===== config.mk =====
export PLATFORM = sky130hd
export DESIGN_NAME = clock_meter
export DESIGN_NICKNAME = d
export VERILOG_FILES = /design/src/rtl/clock_meter.sv
export SDC_FILE = /design/constraint.sdc
export NUM_CORES = 1
export LEC_CHECK = 0
export CAP_MARGIN = 20
export CORE_ASPECT_RATIO = 0.6
export CORE_MARGIN = 1.5
export CORE_UTILIZATION = 50
export DETAILED_ROUTE_END_ITERATION = 8
export GPL_TIMING_DRIVEN = 0
export MAX_ROUTING_LAYER = met4
export PLACE_DENSITY = 0.74
export REMOVE_ABC_BUFFERS = 1
export SLEW_MARGIN = 20
export SYNTH_ARGS = -nofsm -noshare
export SYNTH_HDL_FRONTEND = slang
export SYNTH_SLANG_ARGS = --single-unit

===== constraint.sdc =====
create_clock -name clk -period 2.1 [get_ports clk]
set_input_delay 0.42 -clock clk [delete_from_list [all_inputs] [get_ports clk]]
set_output_delay 0.42 -clock clk [all_outputs]
set_load 0.05 [all_outputs]

===== src/rtl/clock_meter.sv =====
// clock_meter
// Measures the period and high time of a slow, possibly asynchronous clock
// (clk_in) in units of clk cycles, and flags a stall when no rising edge of
// clk_in arrives within TIMEOUT cycles.
//
// state   | meaning
// --------+--------------------------------------------------
// IDLE    | no reference edge held; counters parked at 0
// MEASURE | reference edge held; cnt/hcnt counting
//
// Ports
//   clk          in   system clock, rising edge
//   rst_n        in   synchronous active-low reset
//   clk_in       in   clock under measurement
//   period       out  clk cycles between the last two rises of clk_in
//   high_time    out  clk cycles clk_in was high within that period
//   period_valid out  one-cycle pulse when period/high_time update
//   stalled      out  no rise within TIMEOUT cycles; clears on next period_valid
//   measuring    out  registered (state == MEASURE)
module clock_meter #(
  parameter int WIDTH   = 16,
  parameter int TIMEOUT = 1023
) (
  input  logic             clk,
  input  logic             rst_n,
  input  logic             clk_in,
  output logic [WIDTH-1:0] period,
  output logic [WIDTH-1:0] high_time,
  output logic             period_valid,
  output logic             stalled,
  output logic             measuring
);

  typedef enum logic {
    IDLE    = 1'b0,
    MEASURE = 1'b1
  } state_t;

  localparam logic [WIDTH-1:0] TMO  = WIDTH'(TIMEOUT);
  localparam logic [WIDTH-1:0] ONE  = WIDTH'(1);
  localparam logic [WIDTH-1:0] ZERO = '0;

  state_t           state, state_nx;
  logic             s1, s2, s3;
  logic             rise, timeout;
  logic [WIDTH-1:0] cnt, cnt_nx;
  logic [WIDTH-1:0] hcnt, hcnt_nx;
  logic [WIDTH-1:0] period_nx, high_time_nx;
  logic             period_valid_nx, stalled_nx, measuring_nx;

  assign rise    = s2 & ~s3;
  assign timeout = (cnt == TMO);

  // state register plus all datapath registers
  always_ff @(posedge clk) begin
    if (!rst_n) begin
      s1           <= 1'b0;
      s2           <= 1'b0;
      s3           <= 1'b0;
      state        <= IDLE;
      cnt          <= ZERO;
      hcnt         <= ZERO;
      period       <= ZERO;
      high_time    <= ZERO;
      period_valid <= 1'b0;
      stalled      <= 1'b0;
      measuring    <= 1'b0;
    end else begin
      s1           <= clk_in;
      s2           <= s1;
      s3           <= s2;
      state        <= state_nx;
      cnt          <= cnt_nx;
      hcnt         <= hcnt_nx;
      period       <= period_nx;
      high_time    <= high_time_nx;
      period_valid <= period_valid_nx;
      stalled      <= stalled_nx;
      measuring    <= measuring_nx;
    end
  end

  // next-state logic; a rise coinciding with timeout keeps us in MEASURE
  always_comb begin
    state_nx = state;
    case (state)
      IDLE:    if (rise) state_nx = MEASURE;
      MEASURE: if (!rise && timeout) state_nx = IDLE;
      default: state_nx = IDLE;
    endcase
  end

  // next values of the registered outputs and counters
  always_comb begin
    cnt_nx          = cnt;
    hcnt_nx         = hcnt;
    period_nx       = period;
    high_time_nx    = high_time;
    period_valid_nx = 1'b0;
    stalled_nx      = stalled;
    case (state)
      IDLE: begin
        cnt_nx  = ZERO;
        // the rise cycle itself has s2 high, so the high count starts at 1
        hcnt_nx = rise ? ONE : ZERO;
      end
      MEASURE: begin
        if (rise) begin
          period_nx       = cnt + ONE;
          high_time_nx    = hcnt;
          period_valid_nx = 1'b1;
          stalled_nx      = 1'b0;
          cnt_nx          = ZERO;
          hcnt_nx         = ONE;
        end else if (timeout) begin
          stalled_nx = 1'b1;
          cnt_nx     = ZERO;
          hcnt_nx    = ZERO;
        end else begin
          cnt_nx  = cnt + ONE;
          hcnt_nx = hcnt + {{(WIDTH-1){1'b0}}, s2};
        end
      end
      default: begin
        cnt_nx  = ZERO;
        hcnt_nx = ZERO;
      end
    endcase
    measuring_nx = (state_nx == MEASURE);
  end

endmodule


After elaboration in Yosys (flattened, before gate mapping)
Index checks and enable logic that the tools add are counted.
Cells by class
  add/sub/neg operators: 2
  equality and inequality tests: 1
  multiplexer cells: 12
  bitwise operators: 3
  reduce and logical (&&, ||, !) cells: 6
Operators with widths (count)
  $mux W16: 4
  $pmux W16 S2: 2
  $add A16 B1 Y16: 1
  $add A16 B1 Y16 const B: 1
  $eq A16 B10 Y1 const B: 1
  $reduce_and A2 Y1: 3
  $mux W1: 5
  $not A1 Y1: 2
  $pmux W1 S2: 1
  $reduce_bool A2 Y1: 1
  $and A1 B1 Y1: 1
  $logic_and A1 B1 Y1: 1
  $logic_not A1 Y1: 1
Word-level totals
  flip-flop bits (word level): 70
  input port bits: 3
  output and inout bits: 35
  logic and storage cells: 34

Longest topological paths before layout
  depth after elaboration: 6
  mapped depth: 6
  mapped depth without buffers: 6

Least setup slack after synthesis
OpenSTA, ideal clock, no wires.
  kind: reg2reg
  from: reg state
  to: reg high_time[10]
  library setup time: 0.060 ns
  arrival: 1.614 ns
  required time: 2.040 ns
  setup slack: 0.426 ns
  cell stages (with the launch flop): 5
  buffers on the path: 1
  clock period less this slack: 1.674 ns
  cell sequence: dfxtp_1 -> nand3_1 -> inv_2 -> clkbuf_1 -> a22o_1
On the way
  longest elaborated chain between the ends: 1
RTL lines
  start, declared: RTL line 43  | state_t state, state_nx;
  start signal, assigned: RTL line 72  | state <= state_nx;
  $reduce_and A2 Y1 (no source line)
  end signal, assigned: RTL line 76  | high_time <= high_time_nx;
  end, declared: RTL line 28  | output logic [WIDTH-1:0] high_time,
No other way between the ends.
A chain may end at the register's enable or synchronous reset.

Worst setup path in the final report
  from: reg period[8]
  to: out period[8]
RTL lines
  start, declared: RTL line 27  | output logic [WIDTH-1:0] period,
  start signal, assigned: RTL line 75  | period <= period_nx;
No word-level cell between the ends.

==> impl_metrics.xml <==
<?xml version="1.0" encoding="UTF-8"?>
<metrics>
  <group name="outcome">
    <metric name="status" unit="">complete, no violations</metric>
  </group>
  <group name="run">
    <metric name="timing.max_cap.violations" unit="">0</metric>
  </group>
  <group name="sta">
    <metric name="setup_viol" unit="">0</metric>
    <metric name="final_period_minus_worst_setup_slack" unit="ps">1910</metric>
    <metric name="timing.slew.headroom" unit="%">64.4</metric>
    <metric name="worst_hold_slack" unit="ps">448</metric>
    <metric name="post-route-period-util" unit="%">91.0</metric>
    <metric name="clock.fmax" unit="GHz">0.523</metric>
    <metric name="drv_slew" unit="">0</metric>
    <metric name="worst_clock_skew_on_the_final_layout" unit="ps">7.18</metric>
    <metric name="grt_setup_unrepaired" unit="">no</metric>
    <metric name="hold_violations" unit="">0</metric>
    <metric name="tightest_slew" unit="ps">533</metric>
  </group>
  <group name="cts">
    <metric name="clock_sinks" unit="">70</metric>
    <metric name="cts_buf_count" unit="">9</metric>
    <metric name="clock_tree.root_cell" unit="">sky130_fd_sc_hd__clkbuf_8</metric>
    <metric name="cts_tree" unit="">yes</metric>
    <metric name="ctsHtreeMaxLevel" unit="">3</metric>
    <metric name="clk_path_buf_depth" unit="">2</metric>
    <metric name="cts_hold_buf" unit="">0</metric>
    <metric name="clock_insertion_delay_worst_skew" unit="ps">350</metric>
    <metric name="cts_clock_pin_slew_for_the_worst_setup_and_hold_paths" unit="ps">70</metric>
  </group>
  <group name="setup_path">
    <metric name="cpMaxStageDelayCell" unit="">sky130_fd_sc_hd__clkdlybuf4s50_1</metric>
    <metric name="setup.worst_path.start_class" unit="">register</metric>
    <metric name="worstSetupPathType" unit="">register to output pin</metric>
    <metric name="critical_path.max_stage_delay" unit="ps">800</metric>
    <metric name="crit_arrival" unit="ps">1490</metric>
    <metric name="r2r-start" unit="">cnt[0]</metric>
    <metric name="cp_capture_type" unit="">output pin</metric>
    <metric name="count_of_buffering_cells_on_the_critical_path_with_inverters_included" unit="">1</metric>
    <metric name="reg2reg_depth" unit="">5</metric>
    <metric name="path_max_fanout" unit="">2</metric>
    <metric name="timing.critical_path.required" unit="ps">1680</metric>
    <metric name="timing.critical_path.depth" unit="">1</metric>
    <metric name="critical_path_cell_sequence" unit="">clkdlybuf4s50_1</metric>
    <metric name="worstSetupStartpoint" unit="">period[8]</metric>
    <metric name="delay_heaviest_family_cp" unit="">buffers and inverters</metric>
  </group>
  <group name="global_route">
    <metric name="initial_antenna_violation_count" unit="">0</metric>
    <metric name="grt_busiest_layer" unit="">met2</metric>
    <metric name="groute.layer.met2.usage" unit="%">30.6</metric>
    <metric name="met3_usage" unit="%">10.1</metric>
    <metric name="grt_util_all_layers" unit="%">22.4</metric>
    <metric name="residual_overflow_from_global_routing" unit="">0</metric>
    <metric name="wire_length_of_the_first_global_routing_pass" unit="um">8700</metric>
    <metric name="grt_use_met1" unit="%">28.8</metric>
    <metric name="first_global_vias" unit="">1856</metric>
    <metric name="grt_start_max_net_pins" unit="">26</metric>
  </group>
  <group name="die">
    <metric name="floorplan.initialDensity" unit="%">53.4</metric>
    <metric name="die_height" unit="um">57.8</metric>
    <metric name="ports_placed_on_the_boundary" unit="">38</metric>
    <metric name="core_region_area" unit="mm^2">0.00468</metric>
    <metric name="floorplan.die.width" unit="um">94.3</metric>
    <metric name="std_cell_rows" unit="">19</metric>
    <metric name="floorplan.die_area" unit="mm^2">0.00545</metric>
  </group>
  <group name="synth">
    <metric name="synth_top_area_share" unit="%">56.0</metric>
    <metric name="postSynthRegisterBits" unit="">70</metric>
    <metric name="post_synth_main_area_contributors" unit="">sky130_fd_sc_hd__dfxtp_1, sky130_fd_sc_hd__xnor2_1, sky130_fd_sc_hd__a22o_1</metric>
    <metric name="postSynthCellCount" unit="">261</metric>
    <metric name="yosysUniqueCellTypes" unit="">27</metric>
    <metric name="synth_area" unit="mm^2">0.00250</metric>
    <metric name="synth-seq-area-share" unit="%">56.0</metric>
    <metric name="top_cell_type_by_total_area_after_synthesis" unit="">sky130_fd_sc_hd__dfxtp_1</metric>
    <metric name="yosys_warnings" unit="">0</metric>
    <metric name="syn-mean-instance-area" unit="um^2">9.58</metric>
  </group>
  <group name="route">
    <metric name="drtAntennaViolNets" unit="">0</metric>
    <metric name="drt_iter0_drc" unit="">92</metric>
    <metric name="routed_wire_length_per_instance" unit="um">13.9</metric>
    <metric name="viasPerCell" unit="">5.29</metric>
    <metric name="drt_pass1_iterations" unit="">4</metric>
    <metric name="route.detailed.drc" unit="">0</metric>
    <metric name="finalWirelength" unit="um">5160</metric>
    <metric name="vias" unit="">1959</metric>
  </group>
  <group name="layout">
    <metric name="area_delta_synth_final" unit="%">27.3</metric>
    <metric name="multi_input_comb_area" unit="mm^2">0.00107</metric>
    <metric name="post_route_cells_drive_above_1_share" unit="%">7.17</metric>
    <metric name="final.fill_count" unit="">370</metric>
    <metric name="count_of_antenna_diodes_in_the_layout" unit="">0</metric>
    <metric name="layout.nets" unit="">308</metric>
    <metric name="regArea" unit="mm^2">0.00140</metric>
    <metric name="finish.instance_area" unit="mm^2">0.00318</metric>
  </group>
  <group name="place">
    <metric name="routability_driven_placement_congestion_ratio" unit="">0.800</metric>
    <metric name="io_port_bufs" unit="">37</metric>
    <metric name="place_area" unit="mm^2">0.00298</metric>
    <metric name="dpl.hpwl" unit="um">3440</metric>
  </group>
  <group name="min_path">
    <metric name="min_path_cells" unit="">2</metric>
    <metric name="timing.hold.worst.class" unit="">register to register</metric>
    <metric name="hp-start" unit="">period[13]</metric>
  </group>
  <group name="power">
    <metric name="cellLeakagePower" unit="nW">1.07</metric>
    <metric name="vdd.ir_drop.worst" unit="mV">0.438</metric>
    <metric name="power_density_cells" unit="mW/mm^2">777</metric>
  </group>
</metrics>
==> timing repair <==
item / in CTS / in global routing
setup endpoints to repair: 15 / 0
resized for setup: 2 / 0
setup buffers: 0 / 0
==> metrics by stage <==
step           cells  setup TNS (ps)  power, mW  worst slack (ps)  util, %
6_report         370               0       2.47               189     68.0
5_1_grt          370               0       2.56              62.1     68.0
4_1_cts          370               0       2.50               166     68.0
3_5_place_dp     354           -4120       1.42              -296     63.6
3_3_place_gp     352          -69810       1.41             -1330     62.2
2_1_floorplan    252           -1870       1.39             -78.1        -
==> metal layers <==
layer	routed length (um)	part of all wire, %
met1	2630	51
met2	2190	43
met3	262	5.1
met4	71	1.4
met5	0	0
==> where the power goes <==
part / internal, mW / switching (mW)
combinational: 0.0171 / 0.0329
clock: 0.612 / 0.474
sequential: 1.33 / 0.00509
==> cells by family after synthesis <==
logic type               after synthesis  share of synthesized area [%]
buffers and inverters                 14                           2.25
AO/OA/AOI/OAI                         39                           10.3
XOR/XNOR                              27                           9.45
adder cells (fa/ha/maj)                3                           1.50
flip-flops                            70                           56.0
AND/OR/NAND/NOR                      108                           20.5
==> cell usage after synthesis, drive strengths merged <==
| library cell | instances |
|---|---|
| a22o | 15 |
| nor2b | 1 |
| o21ai | 21 |
| xnor2 | 18 |
| and4 | 1 |
| nor3 | 5 |
| o31ai | 1 |
| and2 | 4 |
| xor2 | 9 |
| ha | 3 |
| nand4 | 9 |
| clkbuf | 6 |
| a21oi | 1 |
| dfxtp | 70 |
| inv | 5 |
| nor4 | 9 |
| a21boi | 1 |
| or4 | 1 |
| or2 | 1 |
| and3 | 1 |
| nand2 | 31 |
| buf | 3 |
| nor2 | 35 |
| nand3 | 10 |
==> worst paths after layout <==
kind / endpoint / slack [ps]
max: period[8] / 190
min: period[13] / 450
max reg2reg: hcnt[11] / 220
min reg2reg: period[13] / 450
==> registers in the layout, indices dropped and copies added (netlist names), 16 cells and up <==
signal and count:
cnt 16, high_time 16, hcnt 16, period 16
==> cells in the final DEF (no fill, tap or decap), drive strengths merged, types with 2 or more instances in the layout <==
cell and n:
nor4 9, inv 5, ha 3, nand4 9, clkbuf 13, xor2 9, nand2 31, nor2 35
a22o 15, clkdlybuf4s50 36, dfxtp 70, nor3 5, buf 2, o21ai 21, and2 4, nand3 10
xnor2 18
==> layout make-up <==
| cell class | instances | area share (%) |
|---|---|---|
| Multi-Input combinational cell | 177 | 33.6 |
| Clock buffer | 13 | 4.99 |
| Clock inverter | 3 | 1.34 |
| Inverter | 5 | 0.590 |
| Timing Repair Buffer | 39 | 12.9 |
| Tap cell | 63 | 2.48 |
| Sequential cell | 70 | 44.0 |
Power figures use the tool's default switching activity.
